--- src/rtl/clk_fc_pkg.sv ---
// rtl/clk_fc_pkg.sv - shared types and defaults for the 320 MHz clock/fast-command failover controller
package clk_fc_pkg;

    localparam int RATE_NOM_DEF = 320000;
    localparam int RATE_TOL_DEF = 1000;

    // Encoding is also the clk_FC_mux status register field value.
    typedef enum logic [2:0] {
        S_INT        = 3'd0,
        S_GUARD_EXT  = 3'd1,
        S_SETTLE_EXT = 3'd2,
        S_EXT        = 3'd3,
        S_GUARD_INT  = 3'd4,
        S_SETTLE_INT = 3'd5
    } state_t;

    function automatic logic state_sel_int(input state_t s);
        return (s == S_INT) || (s == S_GUARD_EXT) || (s == S_SETTLE_INT);
    endfunction

    function automatic logic state_blank(input state_t s);
        return (s != S_INT) && (s != S_EXT);
    endfunction

endpackage

--- src/rtl/rate_window_qual.sv ---
// rtl/rate_window_qual.sv - qualifies clk_ext from clkStopTool rate measurements
module rate_window_qual
    import clk_fc_pkg::*;
#(
    parameter int RATE_W   = 24,
    parameter int RATE_NOM = RATE_NOM_DEF,
    parameter int RATE_TOL = RATE_TOL_DEF,
    parameter int GOOD_N   = 4,
    parameter int BAD_N    = 2
) (
    input  logic              clk,
    input  logic              rst,
    input  logic [RATE_W-1:0] rate_value,
    input  logic              rate_valid,
    input  logic              ext_stopped,
    output logic              ext_good
);

    localparam int GW = $clog2(GOOD_N + 1);
    localparam int BW = $clog2(BAD_N + 1);
    localparam logic [RATE_W:0] NOM_X = (RATE_W + 1)'(RATE_NOM);
    localparam logic [RATE_W:0] TOL_X = (RATE_W + 1)'(RATE_TOL);

    logic [RATE_W:0] rate_x;
    logic [RATE_W:0] diff;
    logic            in_win;
    logic [GW-1:0]   good_q, good_d;
    logic [BW-1:0]   bad_q, bad_d;
    logic            ext_good_q, ext_good_d;

    always_comb begin
        // One extra bit so a rate below nominal never wraps into the window.
        rate_x     = {1'b0, rate_value};
        diff       = (rate_x >= NOM_X) ? (rate_x - NOM_X) : (NOM_X - rate_x);
        in_win     = (diff <= TOL_X);
        good_d     = good_q;
        bad_d      = bad_q;
        ext_good_d = ext_good_q;
        if (rate_valid) begin
            if (in_win) begin
                good_d = (good_q == GW'(GOOD_N)) ? good_q : good_q + 1'b1;
                bad_d  = '0;
            end else begin
                bad_d  = (bad_q == BW'(BAD_N)) ? bad_q : bad_q + 1'b1;
                good_d = '0;
            end
        end
        if (ext_stopped) begin
            ext_good_d = 1'b0;
        end else if (rate_valid && in_win && (good_d == GW'(GOOD_N))) begin
            ext_good_d = 1'b1;
        end else if (rate_valid && !in_win && (bad_d == BW'(BAD_N))) begin
            ext_good_d = 1'b0;
        end
    end

    always_ff @(posedge clk or posedge rst) begin
        if (rst) begin
            good_q     <= '0;
            bad_q      <= '0;
            ext_good_q <= 1'b0;
        end else begin
            good_q     <= good_d;
            bad_q      <= bad_d;
            ext_good_q <= ext_good_d;
        end
    end

    assign ext_good = ext_good_q;

endmodule

--- src/rtl/clk_failover_ctrl.sv ---
// rtl/clk_failover_ctrl.sv - sequences glitch-safe clk_int/clk_ext switchovers with fast-command blanking
module clk_failover_ctrl
    import clk_fc_pkg::*;
#(
    parameter int RATE_W     = 24,
    parameter int RATE_NOM   = RATE_NOM_DEF,
    parameter int RATE_TOL   = RATE_TOL_DEF,
    parameter int GOOD_N     = 4,
    parameter int BAD_N      = 2,
    parameter int GUARD_CYC  = 16,
    parameter int SETTLE_CYC = 64,
    parameter int CNT_W      = 16
) (
    input  logic              clk,
    input  logic              reset_in,
    input  logic [RATE_W-1:0] rate_value,
    input  logic              rate_valid,
    input  logic              ext_stopped,
    input  logic              auto_en,
    input  logic              force_int,
    output logic              clk_int_sel,
    output logic              fc_blank,
    output logic              ext_good,
    output logic [2:0]        state_out,
    output logic [CNT_W-1:0]  switch_cnt,
    output logic              switch_pulse
);

    localparam int TMR_MAX = (GUARD_CYC > SETTLE_CYC) ? GUARD_CYC : SETTLE_CYC;
    localparam int TMR_W   = $clog2(TMR_MAX) + 1;
    localparam logic [TMR_W-1:0] GUARD_LD  = TMR_W'(GUARD_CYC - 1);
    localparam logic [TMR_W-1:0] SETTLE_LD = TMR_W'(SETTLE_CYC - 1);

    state_t             state_q, state_d;
    logic [TMR_W-1:0]   timer_q, timer_d;
    logic               sel_q, sel_d;
    logic               blank_q, blank_d;
    logic [CNT_W-1:0]   cnt_q, cnt_d;
    logic               pulse_q, pulse_d;
    logic               want_ext;
    logic               done;

    rate_window_qual #(
        .RATE_W   (RATE_W),
        .RATE_NOM (RATE_NOM),
        .RATE_TOL (RATE_TOL),
        .GOOD_N   (GOOD_N),
        .BAD_N    (BAD_N)
    ) u_qual (
        .clk         (clk),
        .rst         (reset_in),
        .rate_value  (rate_value),
        .rate_valid  (rate_valid),
        .ext_stopped (ext_stopped),
        .ext_good    (ext_good)
    );

    assign want_ext = auto_en & ~force_int & ext_good & ~ext_stopped;

    always_comb begin
        state_d = state_q;
        timer_d = (timer_q == '0) ? timer_q : timer_q - 1'b1;
        done    = 1'b0;
        case (state_q)
            S_INT: begin
                if (want_ext) begin
                    state_d = S_GUARD_EXT;
                    timer_d = GUARD_LD;
                end
            end
            S_GUARD_EXT: begin
                if (!want_ext) begin
                    state_d = S_INT;
                end else if (timer_q == '0) begin
                    state_d = S_SETTLE_EXT;
                    timer_d = SETTLE_LD;
                end
            end
            S_SETTLE_EXT: begin
                if (ext_stopped) begin
                    state_d = S_SETTLE_INT;
                    timer_d = SETTLE_LD;
                end else if (!want_ext) begin
                    state_d = S_GUARD_INT;
                    timer_d = GUARD_LD;
                end else if (timer_q == '0) begin
                    state_d = S_EXT;
                    done    = 1'b1;
                end
            end
            S_EXT: begin
                // A stopped clk_ext cannot be drained, so skip the guard.
                if (ext_stopped) begin
                    state_d = S_SETTLE_INT;
                    timer_d = SETTLE_LD;
                end else if (!want_ext) begin
                    state_d = S_GUARD_INT;
                    timer_d = GUARD_LD;
                end
            end
            S_GUARD_INT: begin
                if (ext_stopped || (timer_q == '0)) begin
                    state_d = S_SETTLE_INT;
                    timer_d = SETTLE_LD;
                end
            end
            S_SETTLE_INT: begin
                if (timer_q == '0) begin
                    state_d = S_INT;
                    done    = 1'b1;
                end
            end
            default: begin
                state_d = S_INT;
            end
        endcase
        sel_d   = state_sel_int(state_d);
        blank_d = state_blank(state_d);
        pulse_d = done;
        cnt_d   = (done && (cnt_q != '1)) ? cnt_q + 1'b1 : cnt_q;
    end

    always_ff @(posedge clk or posedge reset_in) begin
        if (reset_in) begin
            state_q <= S_INT;
            timer_q <= '0;
            sel_q   <= 1'b1;
            blank_q <= 1'b0;
            cnt_q   <= '0;
            pulse_q <= 1'b0;
        end else begin
            state_q <= state_d;
            timer_q <= timer_d;
            sel_q   <= sel_d;
            blank_q <= blank_d;
            cnt_q   <= cnt_d;
            pulse_q <= pulse_d;
        end
    end

    assign clk_int_sel  = sel_q;
    assign fc_blank     = blank_q;
    assign state_out    = state_q;
    assign switch_cnt   = cnt_q;
    assign switch_pulse = pulse_q;

endmodule
--- config.mk ---
export PLATFORM = sky130hd
export DESIGN_NAME = clk_failover_ctrl
export DESIGN_NICKNAME = d
export VERILOG_FILES = /design/src/rtl/clk_fc_pkg.sv /design/src/rtl/rate_window_qual.sv /design/src/rtl/clk_failover_ctrl.sv
export SDC_FILE = /design/constraint.sdc
export NUM_CORES = 1
export LEC_CHECK = 0
export ABC_AREA = 1
export CAP_MARGIN = 10
export CORE_MARGIN = 1.5
export CORE_UTILIZATION = 50
export CTS_BUF_LIST = sky130_fd_sc_hd__clkbuf_8 sky130_fd_sc_hd__clkbuf_16
export DETAILED_ROUTE_END_ITERATION = 8
export PLACE_DENSITY = 0.76
export SETUP_SLACK_MARGIN = 0.1
export SYNTH_ARGS = -nofsm -noshare
export SYNTH_HDL_FRONTEND = slang
export SYNTH_SLANG_ARGS = --single-unit
--- constraint.sdc ---
create_clock -name clk -period 2.5 [get_ports clk]
set_clock_uncertainty 0.1 [all_clocks]
set_input_delay 0.375 -clock clk [delete_from_list [all_inputs] [get_ports clk]]
set_output_delay 0.375 -clock clk [all_outputs]
set_load 0.01 [all_outputs]
# Word level (Yosys, flattened, before mapping)
# Index checks and enable logic that the tools add are counted.
# classes
mux	33
reduce_logical	16
eq_ne	13
addsub	6
n_bitwise	5
magnitude_cmp	2
# op_table
op	count
2-to-1 mux 7 bit	7
2-to-1 mux 3 bit	13
case mux 7 bit (4 select lines)	1
<= comparator 25 x 10 -> 1 bit (second input constant)	1
2-to-1 mux 25 bit	1
subtractor 19 x 24 -> 25 bit (first input constant)	1
subtractor 24 x 19 -> 25 bit (second input constant)	1
greater-or-equal comparator 24 x 19 -> 1 bit (second input constant)	1
case mux 3 bit (6 select lines)	1
adder 16 x 1 -> 16 bit (second input constant)	1
inequality test 16 bit (second input constant)	1
equality test 3 bit (second input constant)	5
logical NOT 7 bit	1
subtractor 7 x 1 -> 7 bit (second input constant)	1
equality test 3 x 1 -> 1 bit (second input constant)	2
equality test 3 x 2 -> 1 bit (second input constant)	2
logical AND 1 bit	6
logical NOT 3 bit	2
2-to-1 mux 1 bit	6
2-to-1 mux 2 bit	3
nonzero test 3 bit	2
equality test 2 bit (second input constant)	2
adder 3 x 1 -> 3 bit (second input constant)	1
AND 1 bit	3
other kinds (7)	10
# totals
register_bits	35
out_inout_bits	23
word_cells	84
inputBits	30

# Logic depth before layout (Yosys ltp)
# Gate-level depths: netlist (run 1).
# depth
depth_word	10
mapped_depth	21
depth_no_buf	20

# Hierarchy
# From an unflattened synthesis (run 1), not the netlist that was laid out.
# unflattened
cells_unflattened	570
hier_area_um2	3529.6
# by_module_without_submodules
mod	seq_area_each_um2	cells_per_inst	n_inst	area_each_um2
clk_failover_ctrl	726.9	239	1	1771.7
rate_window_qual	150.1	331	1	1757.9

# Worst setup path before layout (run 1)
# No wires, ideal clock.
# synth_timing
kind	in2reg
from	in rate_value[9]
to	reg u_qual.ext_good_q, in the netlist u_qual.ext_good
setup_time_ns	0.073
path_slack_ns	0.160
t_arrival_ns	2.167
required_ns	2.327
path_buffers	1
path_stages	19
cell_sequence	inv_2 ha_1 nand3_2 nand2_2 nand2_2 nand2_2 nand2_2 nor2_4 buf_6 nand2_1 nand2_1 nand3_1 nor2_1 nor2_1 nor2_4 nand2_2 o2111ai_1 nand2_1 a21oi_2
# synth_between
elab_chain_len	9
word_cells_on_any_way	19
classes_between	add/sub: 2; order compare: 2; eq/ne: 2; mux: 7; reduce/logical: 6
# synth_lines
element	line	text
start, declared	clk_failover_ctrl.sv:16	input logic [RATE_W-1:0] rate_value,
subtractor 19 x 24 -> 25 bit, or another cell as far along	rate_window_qual.sv:34	diff = (rate_x >= NOM_X) ? (rate_x - NOM_X) : (NOM_X - rate_x);
2-to-1 mux 25 bit (*)	rate_window_qual.sv:34	
<= comparator 25 x 10 -> 1 bit (*)	rate_window_qual.sv:35	in_win = (diff <= TOL_X);
2-to-1 mux 3 bit	rate_window_qual.sv:40	if (in_win) begin
2-to-1 mux 3 bit	rate_window_qual.sv:39	if (rate_valid) begin
equality test 3 bit	rate_window_qual.sv:50	end else if (rate_valid && in_win && (good_d == GW'(GOOD_N))) begin
logical AND 1 bit	rate_window_qual.sv:50	
2-to-1 mux 1 bit	rate_window_qual.sv:50	
2-to-1 mux 1 bit	rate_window_qual.sv:48	if (ext_stopped) begin
end signal, assigned	rate_window_qual.sv:65	ext_good_q <= ext_good_d;
end, declared	rate_window_qual.sv:29	logic ext_good_q, ext_good_d;
# Mark *: on every way between the ends. The rest lies on a longest branch, timed or not.
# A chain may end at the register's enable or synchronous reset.

# Worst setup path after layout (run 1)
# layout_timing
from	in rate_value[23]
to	reg u_qual.ext_good_q, in the netlist u_qual.ext_good
# layout_between
elab_chain_len	9
word_cells_on_any_way	19
classes_between	add/sub: 2; order compare: 2; eq/ne: 2; mux: 7; reduce/logical: 6
# layout_lines
element	line	text
subtractor 19 x 24 -> 25 bit, or another cell as far along	rate_window_qual.sv:34	
2-to-1 mux 25 bit (*)	rate_window_qual.sv:34	
<= comparator 25 x 10 -> 1 bit (*)	rate_window_qual.sv:35	
2-to-1 mux 3 bit (*)	rate_window_qual.sv:40	
2-to-1 mux 3 bit (*)	rate_window_qual.sv:39	
net u_qual.good_d[2]	rate_window_qual.sv:27	logic [GW-1:0] good_q, good_d;
equality test 3 bit (*)	rate_window_qual.sv:50	
logical AND 1 bit (*)	rate_window_qual.sv:50	
2-to-1 mux 1 bit	rate_window_qual.sv:50	
2-to-1 mux 1 bit	rate_window_qual.sv:48	
# Mark *: on every way through the listed nets, which the timed path passes. The rest lies on a longest branch.

==> results of run 1 <==
tightest hold or removal path: cells and delay by family:
family,cells,cell delay [ps]
buf+inv,3,840
cell usage in the layout, fill, tap and decap left out, types with 2 or more instances in the layout:
cell	count
clkinv_4	2
nand3_2	7
clkdlybuf4s15_1	3
nand2_1	138
nor2_2	16
nor2_4	20
buf_6	13
clkbuf_2	20
ha_1	6
xnor2_1	10
a21oi_2	3
nand4_1	12
nand2_2	24
nor3_2	4
xor2_1	17
and3_1	2
nand3_1	25
nand2_4	7
dfrtp_1	34
nand3b_1	2
clkbuf_8	5
nor3_1	8
o21ai_0	9
nand3_4	4
inv_2	16
buf_4	100
ha_4	2
o31ai_1	2
nor2_1	47
inv_1	53
a21oi_1	5
clkdlybuf4s50_1	28
area by class of cell:
cell class,instances,area share
Clock inverter,3,0.008687
Sequential cell,35,0.1740
Multi-Input combinational cell,388,0.4669
Inverter,70,0.05312
Timing Repair Buffer,166,0.2651
Clock buffer,5,0.01365
Tap cell,75,0.01862
metal layers:
layer | up-vias | GRT usage | wire, µm
met2 | 249 | 0.5048 | 5761
li1 | 1908 | - | -
met4 | 0 | 0.08182 | 683
met5 | - | 0 | 0
met1 | 1904 | 0.3583 | 4442
met3 | 74 | 0.04076 | 734
synth_stat cells, types with 2 or more instances:
library cell / number
nor4_1: 2
nor2_4: 8
xor2_1: 17
nand3_1: 31
o31ai_1: 2
nor2_1: 68
nand4_1: 12
ha_1: 8
nand2_1: 159
inv_2: 7
nor2_2: 7
nand3_2: 2
nand3_4: 2
dfrtp_1: 34
nor3_1: 12
nand2_2: 9
inv_1: 62
and3_1: 2
o21ai_0: 11
xnor2_1: 10
a21oi_1: 7
nand3b_1: 2
power groups by stage:
stage	logic, µW	registers (µW)	clock network, µW
after floorplan	445	739	0
after global placement	715	738	0
after detailed placement	745	745	0
after CTS	766	734	517
after global routing	1030	760	547
final	949	751	525
metrics by stage:
| step | cell area (µm²) | setup WS [ps] | util |
|---|---|---|---|
| 6_report | 5041 | 3.697 | 0.8366 |
| 5_1_grt | 5041 | -121.2 | 0.8366 |
| 4_1_cts | 4742 | 100.3 | 0.7870 |
| 3_5_place_dp | 4362 | -554.4 | 0.7238 |
| 3_3_place_gp | 4362 | -492.5 | 0.7238 |
| 2_1_floorplan | 3186 | 159.6 | - |
worst min-delay path by stage:
| stage | from | endpoint | cells past startpoint |
|---|---|---|---|
| 5_1_grt | switch_cnt[5]$_DFFE_PP0P_ | switch_cnt[5]$_DFFE_PP0P_ | 1 |
| 2_1_floorplan | ext_stopped | u_qual.ext_good$_DFFE_PP0P_ | 1 |
| 4_1_cts | reset_in | switch_cnt[15]$_DFFE_PP0P_ | 3 |
| 3_3_place_gp | switch_cnt[14]$_DFFE_PP0P_ | switch_cnt[14]$_DFFE_PP0P_ | 1 |
| 6_report | reset_in | switch_cnt[11]$_DFFE_PP0P_ | 3 |
| 3_5_place_dp | switch_cnt[5]$_DFFE_PP0P_ | switch_cnt[5]$_DFFE_PP0P_ | 1 |
cell families after synthesis:
| kind of cell | Yosys count | share of synthesized area |
|---|---|---|
| mux | 1 | 0.003535 |
| simple gates | 321 | 0.4631 |
| flops | 35 | 0.2753 |
| buf+inv | 73 | 0.09269 |
| fa+ha+maj | 8 | 0.03142 |
| compound gates | 30 | 0.05970 |
| xor+xnor | 27 | 0.07423 |
what timing repair did:
item	4_1_cts	5_1_grt
resized for setup	61	115
pin swaps	25	55
endpoints found under the setup margin	10	16
buffers inserted	21	15
cloned	1	0
registers in the layout, indices dropped and copies added, names as in the netlist:
name             cells
u_qual.good_q        3
timer_q              7
switch_pulse         1
switch_cnt          16
state_out            3
u_qual.ext_good      1
fc_blank             1
u_qual.bad_q         2
clk_int_sel          1
==> results.yml, run 1 <==
final_layout:
  multi_input_area_um2: 2354
  fillers: 354
  nets: 704
  syn_to_final_growth_pct: 58.25
  layout-drive-gt1-share: 0.3838
  antenna_cells: 0
  register_area_um2: 877.1
  instances_no_fill: 742
route:
  drt_iter0_markers: 343
  vias: 4135
  routedWlPerCell_um: 15.66
  final_antenna_net_count: 0
  drcViolationCount: 0
  dr.pass1.iters: 6
  wl_mm: 11.62
  vias_per_cell: 5.573
synthesis:
  synth-seq-area-share: 0.2753
  synthTopCellsByArea: "dfrtp_1 27%, nand2_1 19%, nor2_1 8.0%"
  ys_seq_elements: 35
  synth_cell_type_count: 43
  synth_area_um2: 3186
  ys.flop_type: "dfrtp_1"
  syn_inst: 495
  syn_nets: 533
  synth_top_area_share: 0.2671
  synth_async_sr_flop_share: 1.000
  yosys.area.top_type: "dfrtp_1"
  syn-mean-instance-area_um2: 6.435
  synth_edf_count: 0
  yosys_warnings: 0
sta:
  worst_pin_slew_ps: 452.9
  finalCriticalPeriod_ps: 2496
  post-route-period-util: 0.9985
  hold_viol_final: 0
  fmax_ghz: 0.4006
  drv_slew: 0
  relSlewSlack: 0.6980
  setup_tns_ps: 0
  rsz0062_at_grt: "true"
  hold_slack_ps: 384.2
  finalSetupViolCount: 0
clock_tree:
  cts-root-buf: "clkbuf_8"
  htree_levels: 2
  cts_hold_buf: 0
  cts_tree: "built"
  insertion_delay_ps: 290
  clock-sinks: 35
  numCtsBuffers: 5
  clk_pin_slew_ps: 80
  clockBufferDepth: 2
placed_design:
  hpwl_mm: 7.043
  dp_cells: 698
  gp_congestion: 0.9191
  numPortBuffers: 52
power_and_ir_drop:
  power.density_nw_per_um2: 441.5
  p_switching_uw: 842.7
  ir_drop_mv: 0.3785
  switching_share: 0.3786
  seqPwrFrac: 0.338
  leakage_uw: 0.002596
  p_comb_frac: 0.426
  finalPower_uw: 2226
  cellInternalPower_uw: 1383
  pwr-share-clk: 0.236
grt:
  grt_pass1_vias: 3744
  groute.usage.overall: 0.2843
  grt_pass1_wl_mm: 16.46
  grt_overflow_total: 0
  grt_antenna_before_repair: 0
  grt_max_degree: 36
worst_setup_path:
  crit_family: "simple AND/OR/NAND/NOR gates"
  critical_path.n_buffers_inverters: 4
  crit_arrival_ps: 2620
  crit_chain: "clkdlybuf4s15_1 > nor2_2 > nand2_2 > nor2_4 > nand3_4 > buf_6 > buf_4 > nand3_1 > nand2_1 > inv_1 > nand3_1 > nor2_1 > nand3_1 > nand2_2 > nand4_1 > nand2_1 > nand2_1 > a21oi_2"
  cpPeakStageDelay_ps: 240
  worstPathMaxFanout: 5
  crit_end: "u_qual.ext_good$_DFFE_PP0P_"
  cp_slowest_cell: "clkdlybuf4s15_1"
  cp_num_cells: 18
  end_kind: "register"
  crit_type: "in2reg"
  worstSetupStartpointType: "input pin"
  r2r_start: "timer_q[0]$_DFF_PP0_"
  required_ps: 2620
  r2r_end: "switch_cnt[15]$_DFFE_PP0P_"
  rrSetupSlack_ps: 140
  critPathLaunch: "rate_value[23]"
  r2r_cells: 13
floorplanning:
  die_h_um: 82.82
  die_w_um: 82.82
  start_util: 0.5287
  rows: 28
  core_region_area_um2: 6026
  io-pin-count: 53
  die-area_um2: 6859
outcome:
  status: "finished, final reports clean"
min_path:
  hold_class: "in2async"
job:
  maxCapViolCount: 0
Note: power is estimated with default switching activity, not from simulation.
==> run 2, diff against run 1 <==
- CELL_PAD_IN_SITES_DETAIL_PLACEMENT: default -> 1
- CELL_PAD_IN_SITES_GLOBAL_PLACEMENT: default -> 1
- CORE_UTILIZATION: 50 -> 38
- PLACE_DENSITY: 0.76 -> default
- PLACE_DENSITY_LB_ADDON: default -> 0.1
==> run 2 against run 1 <==
The flow now finishes with violations (setup timing). Via count increased by 12%. Setup slack got worse by 260 ps. Die area up 30%. Total power grew 5.1%. Worst hold slack better by 40 ps. Global-route usage increased by 4.9 points. Fmax shrank 9.4%. Non-clock buffer count rose by 19. Critical endpoint unchanged. Largest power group unchanged. Highest routed layer unchanged.
==> results.yml, run 2 (synthesized netlist as in run 1, its figures left out) <==
floorplanning:
  die_h_um: 94.56
  core_region_area_um2: 8175
  start_util: 0.3897
  die-area_um2: 8942
  die_w_um: 94.56
  rows: 33
  io-pin-count: 53
clock_tree:
  clockBufferDepth: 2
  clock-sinks: 35
  insertion_delay_ps: 300
  numCtsBuffers: 5
  cts_tree: "built"
  cts-root-buf: "clkbuf_8"
  clk_pin_slew_ps: 90
  htree_levels: 2
power_and_ir_drop:
  finalPower_uw: 2340
  power.density_nw_per_um2: 437.6
  leakage_uw: 0.002716
  ir_drop_mv: 0.2597
final_layout:
  nets: 723
  antenna_cells: 0
  final_common_cell: "nand2_1"
  fin_area_um2: 5348
  largest_register_ffs: 16
  layout-drive-gt1-share: 0.4402
  fillers: 1045
  instances_no_fill: 791
  syn_to_final_growth_pct: 67.87
  layout_common_cells: "123 x nand2_1, 121 x buf_4, 53 x inv_1"
placed_design:
  dpl-instance-area_um2: 4452
  gp_congestion: 0.9125
  numPortBuffers: 52
  dp_cells: 735
  hpwl_mm: 8.976
  place_ws_ps: -683.5
worst_setup_path:
  worstPathMaxFanout: 4
  cpPeakStageDelay_ps: 240
  end_kind: "register"
  crit_arrival_ps: 2880
  r2r_cells: 13
  path_common_cell: "nor2_4"
  cp_slowest_cell: "xor2_1"
  worstSetupStartpointType: "input pin"
  required_ps: 2630
  crit_chain: "clkbuf_2 > nor2_4 > nand2_2 > nor2_4 > buf_4 > nand3_1 > nand2_1 > xor2_1 > nand2_1 > nand2_1 > nand2_2 > nor2_4 > nor2_4 > nor2_4 > nand4_1 > nor2_1 > nand2_1 > a21oi_2"
  crit_type: "in2reg"
grt:
  grt_antenna_before_repair: 0
  grt_pass1_wl_mm: 22.85
  grt_pass1_vias: 4533
  grt_overflow_total: 0
  grt_max_degree: 36
  groute.usage.overall: 0.3331
sta:
  layout_setup_ws_ps: -253.8
  hold_viol_final: 0
  drv_slew: 0
  rsz0062_at_grt: "true"
  worst_pin_slew_ps: 491.9
  relSlewSlack: 0.6690
  finalCriticalPeriod_ps: 2754
  fmax_ghz: 0.3631
  finalSetupViolCount: 14
  post-route-period-util: 1.102
outcome:
  violations: "setup timing"
  status: "complete, but fails checks"
min_path:
  hold_class: "in2async"
route:
  drcViolationCount: 0
  final_antenna_net_count: 0
  drt_iter0_markers: 244
  wl_mm: 19.14
  vias: 4614
  vias_per_cell: 5.833
  routedWlPerCell_um: 24.20
  dr.pass1.iters: 5
job:
  maxCapViolCount: 0
[run 2: cell types whose count changed in the layout (fill, tap and decap cells not counted), moves of 3 or more]
cell	previous run	this run
buf_4	100	121
nand2_2	24	31
clkdlybuf4s15_1	3	0
nor2_1	47	44
nand2_4	7	15
nand2_1	138	123
buf_6	13	10
[run 2: cell type report]
cell class	count	area, µm²	share of cell area
clock buffer	5	68.82	0.01287
sequential	35	877.1	0.1640
multi-input combinational	388	2495	0.4665
inverter	70	272.8	0.05101
timing repair buffer	185	1486	0.2780
clock inverter	3	16.27	0.003042
tap	105	131.4	0.02457
[run 2: stage by stage]
stage          hold slack, ps  setup TNS [ps]  utilization
2_1_floorplan           330.8               0            -
5_1_grt                 447.0           -2266       0.6541
3_3_place_gp            381.9           -2632       0.5445
4_1_cts                 422.7               0       0.6090
3_5_place_dp            409.7           -3591       0.5445
6_report                423.8           -1260       0.6541
[run 2: final timing paths]
path | from | end | slack (ps)
max | rate_value[1] | u_qual.ext_good$_DFFE_PP0P_ | -250
max in group asynchronous | reset_in | clk_int_sel$_DFF_PP1_ | 1490
min in group clk | switch_cnt[15]$_DFFE_PP0P_ | switch_cnt[15]$_DFFE_PP0P_ | 430
max reg2reg | timer_q[1]$_DFF_PP0_ | switch_cnt[13]$_DFFE_PP0P_ | -150
min | reset_in | switch_cnt[7]$_DFFE_PP0P_ | 420
min reg2reg | switch_cnt[15]$_DFFE_PP0P_ | switch_cnt[15]$_DFFE_PP0P_ | 430
[run 2: worst max-delay path: cells and delay by family]
kind                      cells  cell delay (ps)
xor gates and xnor gates      1              240
and+or+nand+nor              14             1860
AOI/OAI and AO/OA             1              140
buffers and inverters         2              280
[run 2: what timing repair did]
action                                  in CTS  in global routing
gates resized for setup                     86                137
pin swaps                                   50                 72
gates cloned                                 2                  0
buffers inserted                            28                 21
endpoints found under the setup margin      16                 19
hold buffers                                 0                  0
[run 2: report_power, final]
group | internal [µW] | switching, µW
registers | 663 | 97.4
logic | 474 | 667
clock network | 192 | 247
total | 1330 | 1010
[run 2: metal layers]
layer / track usage / wire, µm / vias to the layer above
met4: 0.09204 / 1401 / 0
met1: 0.3983 / 6910 / 2218
li1: - / - / 1944
met2: 0.6217 / 9451 / 319
met5: 0 / 0 / -
met3: 0.04026 / 1375 / 133
==> run 3, diff against run 2 <==
- MAX_ROUTING_LAYER: default -> met4
- REMOVE_ABC_BUFFERS: default -> 1
==> run 3 against run 2 <==
Sequential cell count is the same. Critical path type unchanged. Critical endpoint unchanged. Setup slack gained 200 ps. Via count shrank 6.0%. Critical path depth grew 2. Worst hold slack lost 11 ps. The flow still finishes with violations (setup timing). Sequential share of layout area grew 0.22 points. First-iteration DRC count shrank 14%. Count of clock-buffer cells in the layout grew 1.
==> results.yml, run 3 (synthesized netlist as in run 1, its figures left out) <==
outcome:
  status: "complete, but fails checks"
  violations: "setup timing"
final_layout:
  final_common_cell: "nand2_1"
  largest_register_ffs: 16
  fillers: 1042
  layout_common_cells: "129 x nand2_1, 115 x buf_4, 48 x inv_1"
  layout-drive-gt1-share: 0.4294
  nets: 717
  antenna_cells: 0
  syn_to_final_growth_pct: 65.91
  instances_no_fill: 785
placed_design:
  gp_congestion: 0.9095
  numPortBuffers: 52
  place_ws_ps: -551.8
  dp_cells: 740
  hpwl_mm: 9.127
clock_tree:
  numCtsBuffers: 5
  clockBufferDepth: 2
  cts-root-buf: "clkbuf_8"
  clock-sinks: 35
  insertion_delay_ps: 310
  clk_pin_slew_ps: 90
  cts_tree: "built"
  htree_levels: 2
power_and_ir_drop:
  p_comb_frac: 0.442
  seqPwrFrac: 0.315
  p_switching_uw: 906.7
  pwr-share-clk: 0.243
  switching_share: 0.3817
  ir_drop_mv: 0.3409
  power.density_nw_per_um2: 449.5
  cellInternalPower_uw: 1469
  leakage_uw: 0.002659
sta:
  post-route-period-util: 1.020
  layout_setup_ws_ps: -51.01
  rsz0062_at_grt: "true"
  hold_slack_ps: 412.8
  drv_slew: 0
  hold_viol_final: 0
  finalCriticalPeriod_ps: 2551
  worst_pin_slew_ps: 474.0
  relSlewSlack: 0.6840
  finalSetupViolCount: 1
  fmax_ghz: 0.3920
worst_setup_path:
  worstSetupStartpointType: "input pin"
  r2r_start: "switch_cnt[3]$_DFFE_PP0P_"
  r2r_end: "switch_cnt[1]$_DFFE_PP0P_"
  rrSetupSlack_ps: 110
  crit_type: "in2reg"
  r2r_cells: 8
  required_ps: 2610
  end_kind: "register"
  crit_arrival_ps: 2660
  worstPathMaxFanout: 4
route:
  dr.pass1.iters: 4
  drt_iter0_markers: 210
  final_antenna_net_count: 0
  wl_mm: 16.32
  routedWlPerCell_um: 20.79
  vias_per_cell: 5.522
  drcViolationCount: 0
  vias: 4335
floorplanning:
  die_w_um: 94.56
  rows: 33
  start_util: 0.3897
  io-pin-count: 53
  die_h_um: 94.56
  core_region_area_um2: 8175
  die-area_um2: 8942
grt:
  groute.usage.overall: 0.3006
  grt_pass1_vias: 4212
  grt_max_degree: 36
  grt_overflow_total: 0
  grt_antenna_before_repair: 0
  grt_pass1_wl_mm: 20.27
job:
  maxCapViolCount: 0
min_path:
  hold_class: "in2async"
==> run 3: repair_timing <==
action | in CTS | in global routing
hold buffers | 0 | 0
gates cloned | 1 | 0
endpoints found under the setup margin | 21 | 17
pin swaps | 48 | 73
gates resized for setup | 102 | 116
buffers inserted | 26 | 11
==> run 3: layout make-up <==
type                    count  area [µm²]  area share
repair buffers            179        1436      0.2718
clock inverters             2       38.79    0.007339
well taps                 105       131.4     0.02486
inverters                  70       274.0     0.05185
multi-input cells         388        2444      0.4624
clock buffers               6       82.58     0.01562
flip-flops and latches     35       878.3      0.1662
==> run 3: worst max-delay path by stage <==
stage                                             end            from  slack, ps
after floorplan           u_qual.ext_good$_DFFE_PP0P_   rate_value[9]        140
after CTS                 u_qual.ext_good$_DFFE_PP0P_   rate_value[8]        100
after global placement    u_qual.ext_good$_DFFE_PP0P_   rate_value[9]       -410
final                     u_qual.ext_good$_DFFE_PP0P_  rate_value[11]        -50
after detailed placement  u_qual.ext_good$_DFFE_PP0P_   rate_value[9]       -550
after global routing      u_qual.ext_good$_DFFE_PP0P_  rate_value[11]       -170
==> run 3: worst max-delay path, stage by stage <==
cell and delay [ps]:
clkdlybuf4s15_2 220, inv_2 110, nand2_1 100, buf_4 160
nor3_1 240, nand2_1 170, nand2_1 90, nand2_1 60
nand2_1 100, nand2_1 70, nand2_1 60, nand2_1 60
nor2_2 110, nand3_2 120, nor2_4 170, nand4_1 120
nand2_1 160, nor2_2 60, nand2_2 60, a21oi_2 40
==> run 3: routing by layer <==
layer | routed length, µm | share of wire | track usage
met1 | 6437 | 0.39 | 0.3651
met2 | 8404 | 0.52 | 0.5228
met3 | 801 | 0.049 | 0.03865
met4 | 673 | 0.041 | 0.08209
met5 | 0 | 0 | -
==> run 3: per-stage QoR <==
| step | total power, µW | utilization | instance area, µm² | TNS [ps] |
|---|---|---|---|---|
| 2_1_floorplan | 1181 | - | 3154 | 0 |
| 3_3_place_gp | 1521 | 0.5491 | 4489 | -2244 |
| 3_5_place_dp | 1572 | 0.5491 | 4489 | -3889 |
| 4_1_cts | 2226 | 0.6139 | 5019 | 0 |
| 5_1_grt | 2476 | 0.6465 | 5285 | -496.2 |
| 6_report | 2375 | 0.6465 | 5285 | -51.01 |
==> run 3: power by group through the flow <==
stage	Clock (µW)	Sequential [µW]	Combinational, µW
detailed placement	0	741	830
CTS	564	732	931
global placement	0	733	789
finish	578	748	1050
global route	598	754	1130
floorplan	0	739	442
